[src/rtl/i2c_addr_pkg.sv]
// Shared types and constants for the I2C address-phase sequencer.
// Optional retry-on-NACK is enabled with I2C_ADDR_RETRY_EN.
package i2c_addr_pkg;

  typedef enum logic [2:0] {
    IDLE,
    START,
    SHIFT,
    ACK,
    RSTART,
    DONE
  } state_e;

  typedef logic [1:0] byte_idx_t;

  localparam logic [4:0] TEN_BIT_PREFIX = 5'b11110;

  localparam int TICKS_7BIT     = 10;
  localparam int TICKS_10BIT_WR = 19;
  localparam int TICKS_10BIT_RD = 29;

  // B0/B1/B2 of the address phase for the captured request
  function automatic logic [7:0] addrByte(
    input byte_idx_t   idx,
    input logic        tenBit,
    input logic [9:0]  addr,
    input logic        rw
  );
    logic [7:0] b;
    if (!tenBit)
      b = {addr[6:0], rw};
    else if (idx == 2'd1)
      b = addr[7:0];
    else if (idx == 2'd2)
      b = {TEN_BIT_PREFIX, addr[9:8], 1'b1};
    else
      b = {TEN_BIT_PREFIX, addr[9:8], 1'b0};
    return b;
  endfunction

endpackage

[src/rtl/i2c_addr_sequencer_shifter.sv]
// MSB-first byte shifter for the address phase.
// Flags the 8th bit of the loaded byte.
module i2c_byte_shifter (
  input  logic       clk,
  input  logic       rst_n,
  input  logic       load,
  input  logic [7:0] loadByte,
  input  logic       shift,
  output logic       msb,
  output logic       lastBit
);

  logic [7:0] shreg;
  logic [2:0] cnt;

  always_ff @(posedge clk) begin
    if (!rst_n) begin
      shreg <= '0;
      cnt   <= '0;
    end else if (load) begin
      shreg <= loadByte;
      cnt   <= '0;
    end else if (shift) begin
      shreg <= {shreg[6:0], 1'b0};
      cnt   <= cnt + 3'd1;
    end
  end

  assign msb     = shreg[7];
  assign lastBit = (cnt == 3'd7);

endmodule

[src/rtl/i2c_addr_sequencer.sv]
// I2C address-phase sequencer: 7/10-bit, MSB-first, 10-bit read RSTART.
// Define I2C_ADDR_RETRY_EN to retry the address on NACK.
module i2c_addr_sequencer
  import i2c_addr_pkg::*;
#(
  parameter int MAX_RETRY = 3,
  parameter int RETRY_W   = 2
) (
  input  logic               clk,
  input  logic               rst_n,
  input  logic               start,
  input  logic               ten_bit,
  input  logic [9:0]         addr,
  input  logic               rw,
  input  logic               bit_tick,
  input  logic               slave_ack,
  output logic               busy,
  output logic               start_req,
  output logic               sda_bit,
  output logic               bit_valid,
  output logic               ack_slot,
  output logic               done,
  output logic               addr_ack,
  output logic               nack_err,
  output logic               stop_req,
  output logic [RETRY_W-1:0] retry_cnt
);

  if (MAX_RETRY >= (1 << RETRY_W)) begin : gRetryRange
    $error("MAX_RETRY does not fit in RETRY_W bits");
  end

  state_e     state, stateNxt;
  byte_idx_t  idx, idxNxt, loadIdx;
  logic       tenBitQ, rwQ;
  logic [9:0] addrQ;
  logic       addrAckQ, nackErrQ;
  logic       setAck, setNack;
  logic       load, shift, msb, lastBit;
  logic       accept, retryOk;

  assign accept = (state == IDLE) && start;

  i2c_byte_shifter uShifter (
    .clk      (clk),
    .rst_n    (rst_n),
    .load     (load),
    .loadByte (addrByte(loadIdx, tenBitQ, addrQ, rwQ)),
    .shift    (shift),
    .msb      (msb),
    .lastBit  (lastBit)
  );

`ifdef I2C_ADDR_RETRY_EN
  logic [RETRY_W-1:0] retryQ;

  assign retryOk = int'(retryQ) < MAX_RETRY;

  always_ff @(posedge clk) begin
    if (!rst_n)
      retryQ <= '0;
    else if (accept)
      retryQ <= '0;
    else if (state == ACK && bit_tick
             && !slave_ack && retryOk)
      retryQ <= retryQ + RETRY_W'(1);
  end

  assign retry_cnt = retryQ;
`else
  assign retryOk   = 1'b0;
  assign retry_cnt = '0;
`endif

  always_comb begin
    stateNxt = state;
    idxNxt   = idx;
    loadIdx  = idx;
    load     = 1'b0;
    shift    = 1'b0;
    setAck   = 1'b0;
    setNack  = 1'b0;
    unique case (state)
      IDLE: begin
        if (start) begin
          stateNxt = START;
          idxNxt   = 2'd0;
        end
      end
      START: begin
        if (bit_tick) begin
          load     = 1'b1;
          loadIdx  = 2'd0;
          idxNxt   = 2'd0;
          stateNxt = SHIFT;
        end
      end
      RSTART: begin
        if (bit_tick) begin
          load     = 1'b1;
          loadIdx  = 2'd2;
          idxNxt   = 2'd2;
          stateNxt = SHIFT;
        end
      end
      SHIFT: begin
        if (bit_tick) begin
          shift = 1'b1;
          if (lastBit)
            stateNxt = ACK;
        end
      end
      ACK: begin
        if (bit_tick) begin
          unique case (1'b1)
            slave_ack && tenBitQ
              && idx == 2'd0: begin
              load     = 1'b1;
              loadIdx  = 2'd1;
              idxNxt   = 2'd1;
              stateNxt = SHIFT;
            end
            slave_ack && tenBitQ
              && rwQ && idx == 2'd1: begin
              stateNxt = RSTART;
            end
            !slave_ack && retryOk: begin
              // retry restarts from B0
              stateNxt = START;
            end
            default: begin
              stateNxt = DONE;
              setAck   = slave_ack;
              setNack  = !slave_ack;
            end
          endcase
        end
      end
      DONE:    stateNxt = IDLE;
      default: stateNxt = IDLE;
    endcase
  end

  always_ff @(posedge clk) begin
    if (!rst_n) begin
      state    <= IDLE;
      idx      <= '0;
      tenBitQ  <= 1'b0;
      rwQ      <= 1'b0;
      addrQ    <= '0;
      addrAckQ <= 1'b0;
      nackErrQ <= 1'b0;
    end else begin
      state <= stateNxt;
      idx   <= idxNxt;
      if (accept) begin
        tenBitQ  <= ten_bit;
        rwQ      <= rw;
        addrQ    <= addr;
        addrAckQ <= 1'b0;
        nackErrQ <= 1'b0;
      end
      if (setAck)
        addrAckQ <= 1'b1;
      if (setNack)
        nackErrQ <= 1'b1;
    end
  end

  assign busy      = (state == START) || (state == SHIFT)
                  || (state == ACK) || (state == RSTART);
  assign start_req = (state == START) || (state == RSTART);
  assign bit_valid = (state == SHIFT);
  assign sda_bit   = bit_valid & msb;
  assign ack_slot  = (state == ACK);
  assign done      = (state == DONE);
  assign addr_ack  = addrAckQ;
  assign nack_err  = nackErrQ;
  assign stop_req  = done & nackErrQ;

endmodule

[config.mk]
export PLATFORM = sky130hd
export DESIGN_NAME = i2c_addr_sequencer
export DESIGN_NICKNAME = d
export VERILOG_FILES = /design/src/rtl/i2c_addr_pkg.sv /design/src/rtl/i2c_addr_sequencer_shifter.sv /design/src/rtl/i2c_addr_sequencer.sv
export SDC_FILE = /design/constraint.sdc
export NUM_CORES = 1
export LEC_CHECK = 0
export BUFFER_PORTS_ARGS = -buffer_cell sky130_fd_sc_hd__buf_4
export CAP_MARGIN = 15
export CORE_MARGIN = 2
export CORE_UTILIZATION = 55
export CTS_CLUSTER_SIZE = 40
export DETAILED_ROUTE_END_ITERATION = 10
export PLACE_DENSITY_LB_ADDON = 0.25
export SYNTH_ARGS = -nofsm -noshare
export SYNTH_HDL_FRONTEND = slang
export SYNTH_SLANG_ARGS = --single-unit
[constraint.sdc]
create_clock -name clk -period 3.8 [get_ports clk]
set_clock_uncertainty 0.2 [all_clocks]
set_input_delay 1.14 -clock clk [delete_from_list [all_inputs] [get_ports clk]]
set_output_delay 1.14 -clock clk [all_outputs]
set_load 0.02 [all_outputs]
==> results of run 1 <==
-- registers in the layout (all words and copies together) (netlist names) --
name	cells
rwQ	1
addr_ack	1
tenBitQ	1
nack_err	1
state	3
uShifter.cnt	3
idx	2
addrQ	10
uShifter.shreg	8
-- area by class of cell --
class / instances / share of cell area
clock buffers: 7 / 0.0293
clock inverters: 1 / 0.00266
flip-flops and latches: 30 / 0.320
multi-input cells: 157 / 0.510
well taps: 31 / 0.0206
repair buffers: 27 / 0.108
inverters: 5 / 0.00999
-- stage by stage --
stage | cells | util
4_1_cts | 258 | 0.670
2_1_floorplan | 210 | -
6_report | 258 | 0.670
3_3_place_gp | 250 | 0.649
5_1_grt | 258 | 0.670
3_5_place_dp | 250 | 0.649
-- routing by layer --
layer | part of all wire | up-vias | global-route usage
li1 | - | 763 | -
met2 | 0.48 | 54 | 0.365
met1 | 0.45 | 688 | 0.308
met5 | 0 | - | 0
met3 | 0.056 | 8 | 0.0747
met4 | 0.016 | 0 | 0.0844
-- final timing paths --
| kind | startpoint | endpoint | slack (ns) | cells after the start |
|---|---|---|---|---|
| setup reg to reg | state[2] | uShifter.shreg[1] | 1.06 | 5 |
| hold reg to reg | uShifter.cnt[1] | uShifter.cnt[1] | 0.26 | 2 |
| setup / recovery | state[0] | ack_slot | 0.56 | 3 |
| hold / removal | uShifter.cnt[1] | uShifter.cnt[1] | 0.26 | 2 |
-- worst max-delay path: stages (launching register included) --
cell	delay, ns
dfxtp_1	0.72
inv_1	0.16
nor3b_1	0.46
buf_4	0.23
-- logic make-up (layout without fill, tap and decap cells) --
| kind of cell | after synthesis | after routing | share of synthesized area |
|---|---|---|---|
| multiplexers | 1 | 1 | 0.00603 |
| flip-flops | 30 | 30 | 0.362 |
| buffers and inverters | 23 | 40 | 0.0671 |
| adder cells (fa/ha/maj) | 2 | 2 | 0.0151 |
| XOR/XNOR | 3 | 3 | 0.0204 |
| other | 1 | 2 | 0.00226 |
| AO/OA/AOI/OAI | 62 | 62 | 0.260 |
| AND/OR/NAND/NOR | 87 | 87 | 0.268 |
-- cell usage in the layout (no fill, tap or decap), types with 3 or more instances in the layout --
cell,count
nor2_1,5
a31oi_1,3
dfxtp_1,30
nand2b_1,4
nor3b_1,4
and3_1,4
nand2_1,46
nor2b_1,5
a21oi_1,8
o21ai_0,11
buf_4,27
clkbuf_4,5
nand3b_1,3
nor3_1,3
o21a_1,6
o221a_1,4
and2_1,3
a21boi_0,16
inv_1,5
-- power by group through the flow --
stage | logic [mW] | clock network, mW | registers (mW)
detailed placement | 0.158 | 0 | 0.375
CTS | 0.159 | 0.202 | 0.368
floorplan | 0.134 | 0 | 0.354
global placement | 0.152 | 0 | 0.373
global route | 0.178 | 0.220 | 0.374
finish | 0.159 | 0.199 | 0.369
==> reports/summary.txt, run 1 <==
Status - finished, violations left
Failing checks - DRC
Fin crit period - 3.24 ns
Final period util - 0.852
Number of global-route vias before repair - 1363
Warning count from the yosys run - 0
Initial cell density of the core - 0.592
CTS tree - built
Number of port buffers - 25
Sequential-to-total area share from yosys stat - 0.362
Place WS - 0.643 ns
Worst Setup Start Kind - flip-flop
Top area cells in the synthesized netlist - dfxtp_1 (36%), nand2_1 (10%), a21boi_0 (7.2%)
Area of the multi-input gates - 958 sq um
TritonCTS buffer count - 5
Tightest hold margin - 0.263 ns
First drt pass iteration count - 7
Clock-pin transition on the worst setup and hold timing paths - 0.10 ns
DIE AREA - 3470 sq um
RSZ-0062 raised after global routing - false
Leak - 0.723 nW
# hold bufs at CTS - 0
Syn_area_per_cell - 7.94 sq um
Most numerous cell in the Yosys netlist - nand2_1
# rows - 19
Largest fanout on the critical path - 20
#FFs+latches synth - 30
Fin area - 1880 sq um
Main flop type after synthesis - dfxtp_1
N_diodes - 0
Fillers - 258
Critical path arrival - 1.90 ns
FFs w/ async S/R, synth - 0
Top cells by count, synth - nand2_1 (46), dfxtp_1 (30), a21boi_0 (16)
Sw Ratio - 0.315
P&R area growth vs syn - 13.2%
DP Area - 1820 sq um
Fmax - 309 MHz
GRT Total Usage - 0.235
Root buf cell - clkbuf_4
Post-DP HPWL - 2440 microns
Chip width - 58.9 microns
First-pass GRT wire length - 6230 microns
Fin. max-slew vios - 0
Core area - 2810 sq um
Slew margin rel. - 0.281
Top-area cell type share of the netlist area - 0.362
Latest clock arrival within the worst-skew pair - 0.33 ns
Syn Std Cell Area - 1660 sq um
Vias per cell - 5.86
Final worst slack - 0.564 ns
Post-synth top area cell - dfxtp_1
Tot Pwr - 0.727 mW
Finish-stage setup viols - 0
Share of cells above drive strength 1 - 0.167
# H-tree levels - 2
Area taken by flip-flops and latches - 601 sq um
DIE HEIGHT - 58.9 microns
Routed Antenna Nets - 0
Final WL - 3540 microns
Worst-Margin Slew - 1.08 ns
Reg power frac - 0.507
Global route total overflow - 0
# DRC - 1
Final setup TNS - 0 ns
Hold Violations, Final - 0
Routed WL per cell - 13.7 microns
Clk network pwr share - 0.274
Post-CTS Setup Repair Bufs - 0
Psw - 0.229 mW
Syn Inst Count - 209
Initial antenna violation count - 0
DRT iter0 DRCs - 85
Hold Crit Class - reg2reg
Combinational cell fraction of total power - 0.219
Post-synth EDFFs - 0
# resized after CTS - 0
Clk sinks - 30
NumNets Final - 245
Clock buffer depth - 2
Max cap viols - 0
Worst ir drop on vdd - 0.267 mV
Worst Path Required - 2.46 ns
Pin count of the biggest net entering global routing - 31
I/O pin count - 28
Via count - 1513
Worst Setup End Kind - primary output
Power per cell area - 387 nW/um^2
Int Power - 0.497 mW
WS Path Type - reg2out
Routability cong. - 0.879
Synth cell types - 45
(Power assumes the default switching activity.)
==> run 2, diff against run 1 <==
--- a/config.mk
+++ b/config.mk
@@ -7,11 +7,14 @@
 export LEC_CHECK = 0
 export BUFFER_PORTS_ARGS = -buffer_cell sky130_fd_sc_hd__buf_4
 export CAP_MARGIN = 15
+export CELL_PAD_IN_SITES_DETAIL_PLACEMENT = 1
+export CELL_PAD_IN_SITES_GLOBAL_PLACEMENT = 1
 export CORE_MARGIN = 2
-export CORE_UTILIZATION = 55
+export CORE_UTILIZATION = 44
 export CTS_CLUSTER_SIZE = 40
 export DETAILED_ROUTE_END_ITERATION = 10
 export PLACE_DENSITY_LB_ADDON = 0.25
+export RECOVER_POWER = 50
 export SYNTH_ARGS = -nofsm -noshare
 export SYNTH_HDL_FRONTEND = slang
 export SYNTH_SLANG_ARGS = --single-unit
==> reports/summary.txt, run 2 (synthesis gave the netlist of run 1 again) <==
Routed Antenna Nets - 0 (unchanged)
Int Power - 0.554 mW (+11%)
Via count - 1512 (-0.066%)
Routability cong. - 0.843 (-4.2%)
Fillers - 465 (+80%)
Power per cell area - 417 nW/um^2 (+7.8%)
Root buf cell - clkbuf_8
DRT iter0 DRCs - 112 (+32%)
CTS tree - built
Hold Crit Class - reg2reg
Initial cell density of the core - 0.457 (-0.135)
Number of port buffers - 25 (unchanged)
Chip width - 65.4 microns (+11%)
First-pass GRT wire length - 7570 microns (+21%)
Psw - 0.248 mW (+8.2%)
Most frequent cells in the layout - nand2_1 (46), dfxtp_1 (30), buf_4 (25)
Kind of cell adding the most delay to the critical path - flip-flops
Worst ir drop on vdd - 0.239 mV (-10%)
Tightest hold margin - 0.271 ns (+0.00785 ns)
Crit path buf inv count - 2 (unchanged)
Largest fanout on the critical path - 20 (unchanged)
Commonest non-fill, non-tap cell in the layout - nand2_1
# resized after CTS - 0 (unchanged)
Most flop-heavy register - addrQ
Finish-stage setup viols - 0 (unchanged)
Final WL - 4370 microns (+23%)
Largest regs - addrQ (10), uShifter.shreg (8)
Hold Violations, Final - 0 (unchanged)
Clock buffer depth - 2 (unchanged)
Number of global-route vias before repair - 1619 (+19%)
GRT Total Usage - 0.230 (-0.00577)
Latest clock arrival within the worst-skew pair - 0.28 ns (-0.05 ns)
Clk sinks - 30 (unchanged)
Worst Path Required - 2.46 ns (about the same)
P&R area growth vs syn - 15.9%
Max cap viols - 0 (unchanged)
# hold bufs at CTS - 0 (unchanged)
Clock-pin transition on the worst setup and hold timing paths - 0.06 ns (-0.04 ns)
Worst-Margin Slew - 1.13 ns (+0.0494 ns)
Post-CTS Setup Repair Bufs - 0 (unchanged)
TritonCTS buffer count - 5 (unchanged)
Worst Setup End Kind - primary output
Initial antenna violation count - 0 (unchanged)
DIE AREA - 4280 sq um (+23%)
Pin count of the biggest net entering global routing - 31 (unchanged)
# rows - 22 (+3)
Final worst slack - 0.613 ns (+0.0493 ns)
Final setup TNS - 0 ns (unchanged)
DIE HEIGHT - 65.4 microns (+11%)
Slowest CP cell - dfxtp_1
WS Path Type - reg2out
Fmax - 314 MHz (+1.5%)
Leak - 0.726 nW (+0.47%)
Share of cells above drive strength 1 - 0.159 (-0.00881)
N_diodes - 0 (unchanged)
Final period util - 0.839 (-0.0130)
Status - complete, no violations
Reg power frac - 0.462 (-0.045)
Critical path arrival - 1.85 ns (-0.05 ns)
Core area - 3630 sq um (+30%)
Worst-path cell chain - inv_1, nor3b_1, and2_1, buf_4
Global route total overflow - 0 (unchanged)
NumNets Final - 245 (unchanged)
Post-DP HPWL - 3040 microns (+25%)
Max stage delay on crit path - 0.74 ns (+0.02 ns)
Clk network pwr share - 0.334 (+0.060)
First drt pass iteration count - 4 (-3)
Max reg flops - 10 (unchanged)
# DRC - 0 (-1)
Routed WL per cell - 15.9 microns (+16%)
Fin. max-slew vios - 0 (unchanged)
Vias per cell - 5.50 (-6.2%)
RSZ-0062 raised after global routing - false
Combinational cell fraction of total power - 0.204 (-0.015)
Slew margin rel. - 0.248 (-0.0329)
Sw Ratio - 0.309 (-0.00615)
Fin crit period - 3.19 ns (-0.0493 ns)
I/O pin count - 28 (unchanged)
Place WS - 0.565 ns (-0.0781 ns)
# H-tree levels - 2 (unchanged)
Worst Setup Start Kind - flip-flop
run 2: path summary, 6_finish.rpt:
kind	start	end	slack, ns	cells after the start
worst max-delay path	state[0]	stop_req	0.61	4
worst max register to register	state[2]	uShifter.shreg[3]	1.05	4
worst min register to register	uShifter.cnt[1]	uShifter.cnt[1]	0.27	2
worst min-delay path	uShifter.cnt[1]	uShifter.cnt[1]	0.27	2
run 2: per-stage QoR:
stage,std cells,util,cell area [sq um],power (mW)
final,275,0.530,1920,0.802
after global routing,275,0.530,1920,0.843
after CTS,275,0.532,1930,0.811
after detailed placement,267,0.507,1840,0.539
after global placement,267,0.507,1840,0.530
after floorplan,210,-,1660,0.488
run 2: cell type report:
cell class              instances  area (sq um)  share of cell area
clock buffers                   7          86.3              0.0449
clock inverters                 1          5.00             0.00260
inverters                       5          18.8             0.00975
multi-input cells             157           958               0.498
flip-flops and latches         30           601               0.312
well taps                      48          60.1              0.0312
repair buffers                 27           195               0.101
run 2: power by group through the flow:
stage | clock network [mW] | logic, mW | registers (mW)
detailed placement | 0 | 0.162 | 0.377
floorplan | 0 | 0.134 | 0.354
finish | 0.268 | 0.163 | 0.371
global route | 0.284 | 0.184 | 0.375
global placement | 0 | 0.155 | 0.375
CTS | 0.276 | 0.165 | 0.370
run 2: per-layer routing:
metal,share of wire,wire (microns),global-route usage,vias to the layer above
met5,0,0,0,-
met4,0.018,80,0.0755,0
met3,0.033,146,0.0531,8
met2,0.52,2270,0.416,25
met1,0.43,1880,0.265,722
li1,-,-,-,757
run 2: worst min-delay path, stage by stage (launching register included):
cell and delay, ns:
dfxtp_1 0.32, nand2_1 0.05, a21oi_1 0.06
==> run 3, diff against run 2 <==
--- a/config.mk
+++ b/config.mk
@@ -10,7 +10,7 @@
 export CELL_PAD_IN_SITES_DETAIL_PLACEMENT = 1
 export CELL_PAD_IN_SITES_GLOBAL_PLACEMENT = 1
 export CORE_MARGIN = 2
-export CORE_UTILIZATION = 44
+export CORE_UTILIZATION = 41
 export CTS_CLUSTER_SIZE = 40
 export DETAILED_ROUTE_END_ITERATION = 10
 export PLACE_DENSITY_LB_ADDON = 0.25
==> constraint.sdc (replaced) <==
create_clock -name clk -period 3.25 [get_ports clk]
set_clock_uncertainty 0.2 [all_clocks]
set_input_delay 0.975 -clock clk [delete_from_list [all_inputs] [get_ports clk]]
set_output_delay 0.975 -clock clk [all_outputs]
set_load 0.02 [all_outputs]
==> reports/summary.txt, run 3 (synthesis gave the netlist of run 1 again) <==
RSZ-0062 raised after global routing - false
Worst-Margin Slew - 0.708 ns (-0.421 ns)
Most frequent cells in the layout - nand2_1 (46), dfxtp_1 (29), buf_4 (25)
Leak - 0.725 nW (-0.17%)
# H-tree levels - 2 (unchanged)
Initial cell density of the core - 0.421 (-0.0358)
Max stage delay on crit path - 0.67 ns (-0.07 ns)
Pin count of the biggest net entering global routing - 31 (unchanged)
Core area - 3940 sq um (+8.5%)
Post-DP HPWL - 3110 microns (+2.3%)
# DRC - 0 (unchanged)
N_diodes - 0 (unchanged)
Power per cell area - 482 nW/um^2 (+16%)
Clk sinks - 30 (unchanged)
Final core occ - 0.490 (-0.0399)
Final period util - 0.881
Hold Violations, Final - 0 (unchanged)
GRT busiest layer - met2
NumNets Final - 246 (+0.41%)
Most flop-heavy register - addrQ
Slowest CP cell - dfxtp_1
Via count - 1528 (+1.1%)
Fin crit period - 2.86 ns
Initial antenna violation count - 0 (unchanged)
Share of cells above drive strength 1 - 0.167 (+0.00808)
GR Util met3 - 0.0583 (+0.00525)
Largest regs - addrQ (10), uShifter.shreg (8)
P&R area growth vs syn - 16.3%
# rows - 23 (+4.5%)
GR Util met2 - 0.366 (-0.0494)
Routability cong. - 0.750 (-11%)
Routed WL per cell - 15.7 microns (-0.99%)
Max cap viols - 0 (unchanged)
Finish-stage setup viols - 0 (unchanged)
TritonCTS buffer count - 5 (unchanged)
Worst Setup End Kind - primary output
Clock buffer depth - 2 (unchanged)
Largest fanout on the critical path - 18 (-10%)
GRT Total Usage - 0.216 (-0.0138)
Root buf cell - clkbuf_8
Hold Crit Class - reg2reg
First drt pass iteration count - 4 (unchanged)
Max reg flops - 10 (unchanged)
DRT iter0 DRCs - 72 (-36%)
Commonest non-fill, non-tap cell in the layout - nand2_1
Fin. max-slew vios - 0 (unchanged)
WS Path Type - reg2out
Worst-path cell chain - nor3b_1, buf_4
Routed Antenna Nets - 0 (unchanged)
Final setup TNS - 0 ns (unchanged)
I/O pin count - 28 (unchanged)
CTS tree - built
Slew margin rel. - 0.527 (+0.280)
GR Util met1 - 0.264 (-0.00142)
DIE AREA - 4570 sq um (+6.9%)
# hold bufs at CTS - 0 (unchanged)
Status - complete, no violations
Worst Path Required - 2.07 ns (-0.39 ns)
Worst ir drop on vdd - 0.269 mV (+12%)
Number of global-route vias before repair - 1516 (-6.4%)
Vias per cell - 5.50 (about the same)
Final WL - 4380 microns (about the same)
Clock-pin transition on the worst setup and hold timing paths - 0.07 ns (about the same)
Number of port buffers - 25 (unchanged)
Fmax - 349 MHz
Global route total overflow - 0 (unchanged)
Critical path arrival - 1.69 ns (-0.16 ns)
Chip width - 67.6 microns (+3.4%)
First-pass GRT wire length - 7290 microns (-3.6%)
DIE HEIGHT - 67.6 microns (+3.4%)
Latest clock arrival within the worst-skew pair - 0.28 ns (about the same)
Worst Setup Start Kind - flip-flop
## run 3: power breakdown
group / internal, mW / switching, mW
Clock: 0.150 / 0.152
Sequential: 0.394 / 0.0392
Combinational: 0.0846 / 0.110
## run 3: per-stage QoR
stage | cell area [sq um] | worst slack [ns] | instances | power (mW) | hold slack (ns)
floorplan | 1660 | 0.420 | 210 | 0.570 | 0.240
global placement | 1850 | 0.525 | 270 | 0.622 | 0.246
detailed placement | 1850 | 0.448 | 270 | 0.636 | 0.266
CTS | 1940 | 0.107 | 278 | 0.940 | 0.275
global route | 1930 | 0.205 | 278 | 0.985 | 0.301
finish | 1930 | 0.388 | 278 | 0.930 | 0.269
## run 3: final timing paths
| path | from | to | slack [ns] | cells past startpoint |
|---|---|---|---|---|
| worst min register to register | addrQ[9] | addrQ[9] | 0.27 | 2 |
| worst max register to register | state[2] | uShifter.shreg[4] | 0.80 | 5 |
| worst max-delay path | state[1] | ack_slot | 0.39 | 2 |
| worst min-delay path | addrQ[9] | addrQ[9] | 0.27 | 2 |
## run 3: cell type report
cell class / count / area [sq um]
Inverter: 5 / 18.8
Multi-Input combinational cell: 157 / 958
Clock buffer: 5 / 68.8
Clock inverter: 3 / 21.3
Tap cell: 50 / 62.6
Sequential cell: 30 / 602
Fill cell: 469 / 2010
Timing Repair Buffer: 28 / 199
## run 3: repair_timing
action                                  in CTS  in global routing
endpoints found under the hold margin        0                  0
buffers inserted                             0                  0
endpoints found under the setup margin       0                  1
resized for setup                            0                  1
## run 3: metal layers
metal	up-vias	share of wire
li1	764	-
met1	737	0.45
met2	23	0.51
met3	4	0.031
met4	0	0.0096
met5	-	0
## run 3: critical path, delay by kind of cell (launching register included)
kind	cells	cell delay (ns)
DFF	1	0.67
buffers and inverters	1	0.24
and+or+nand+nor	1	0.49
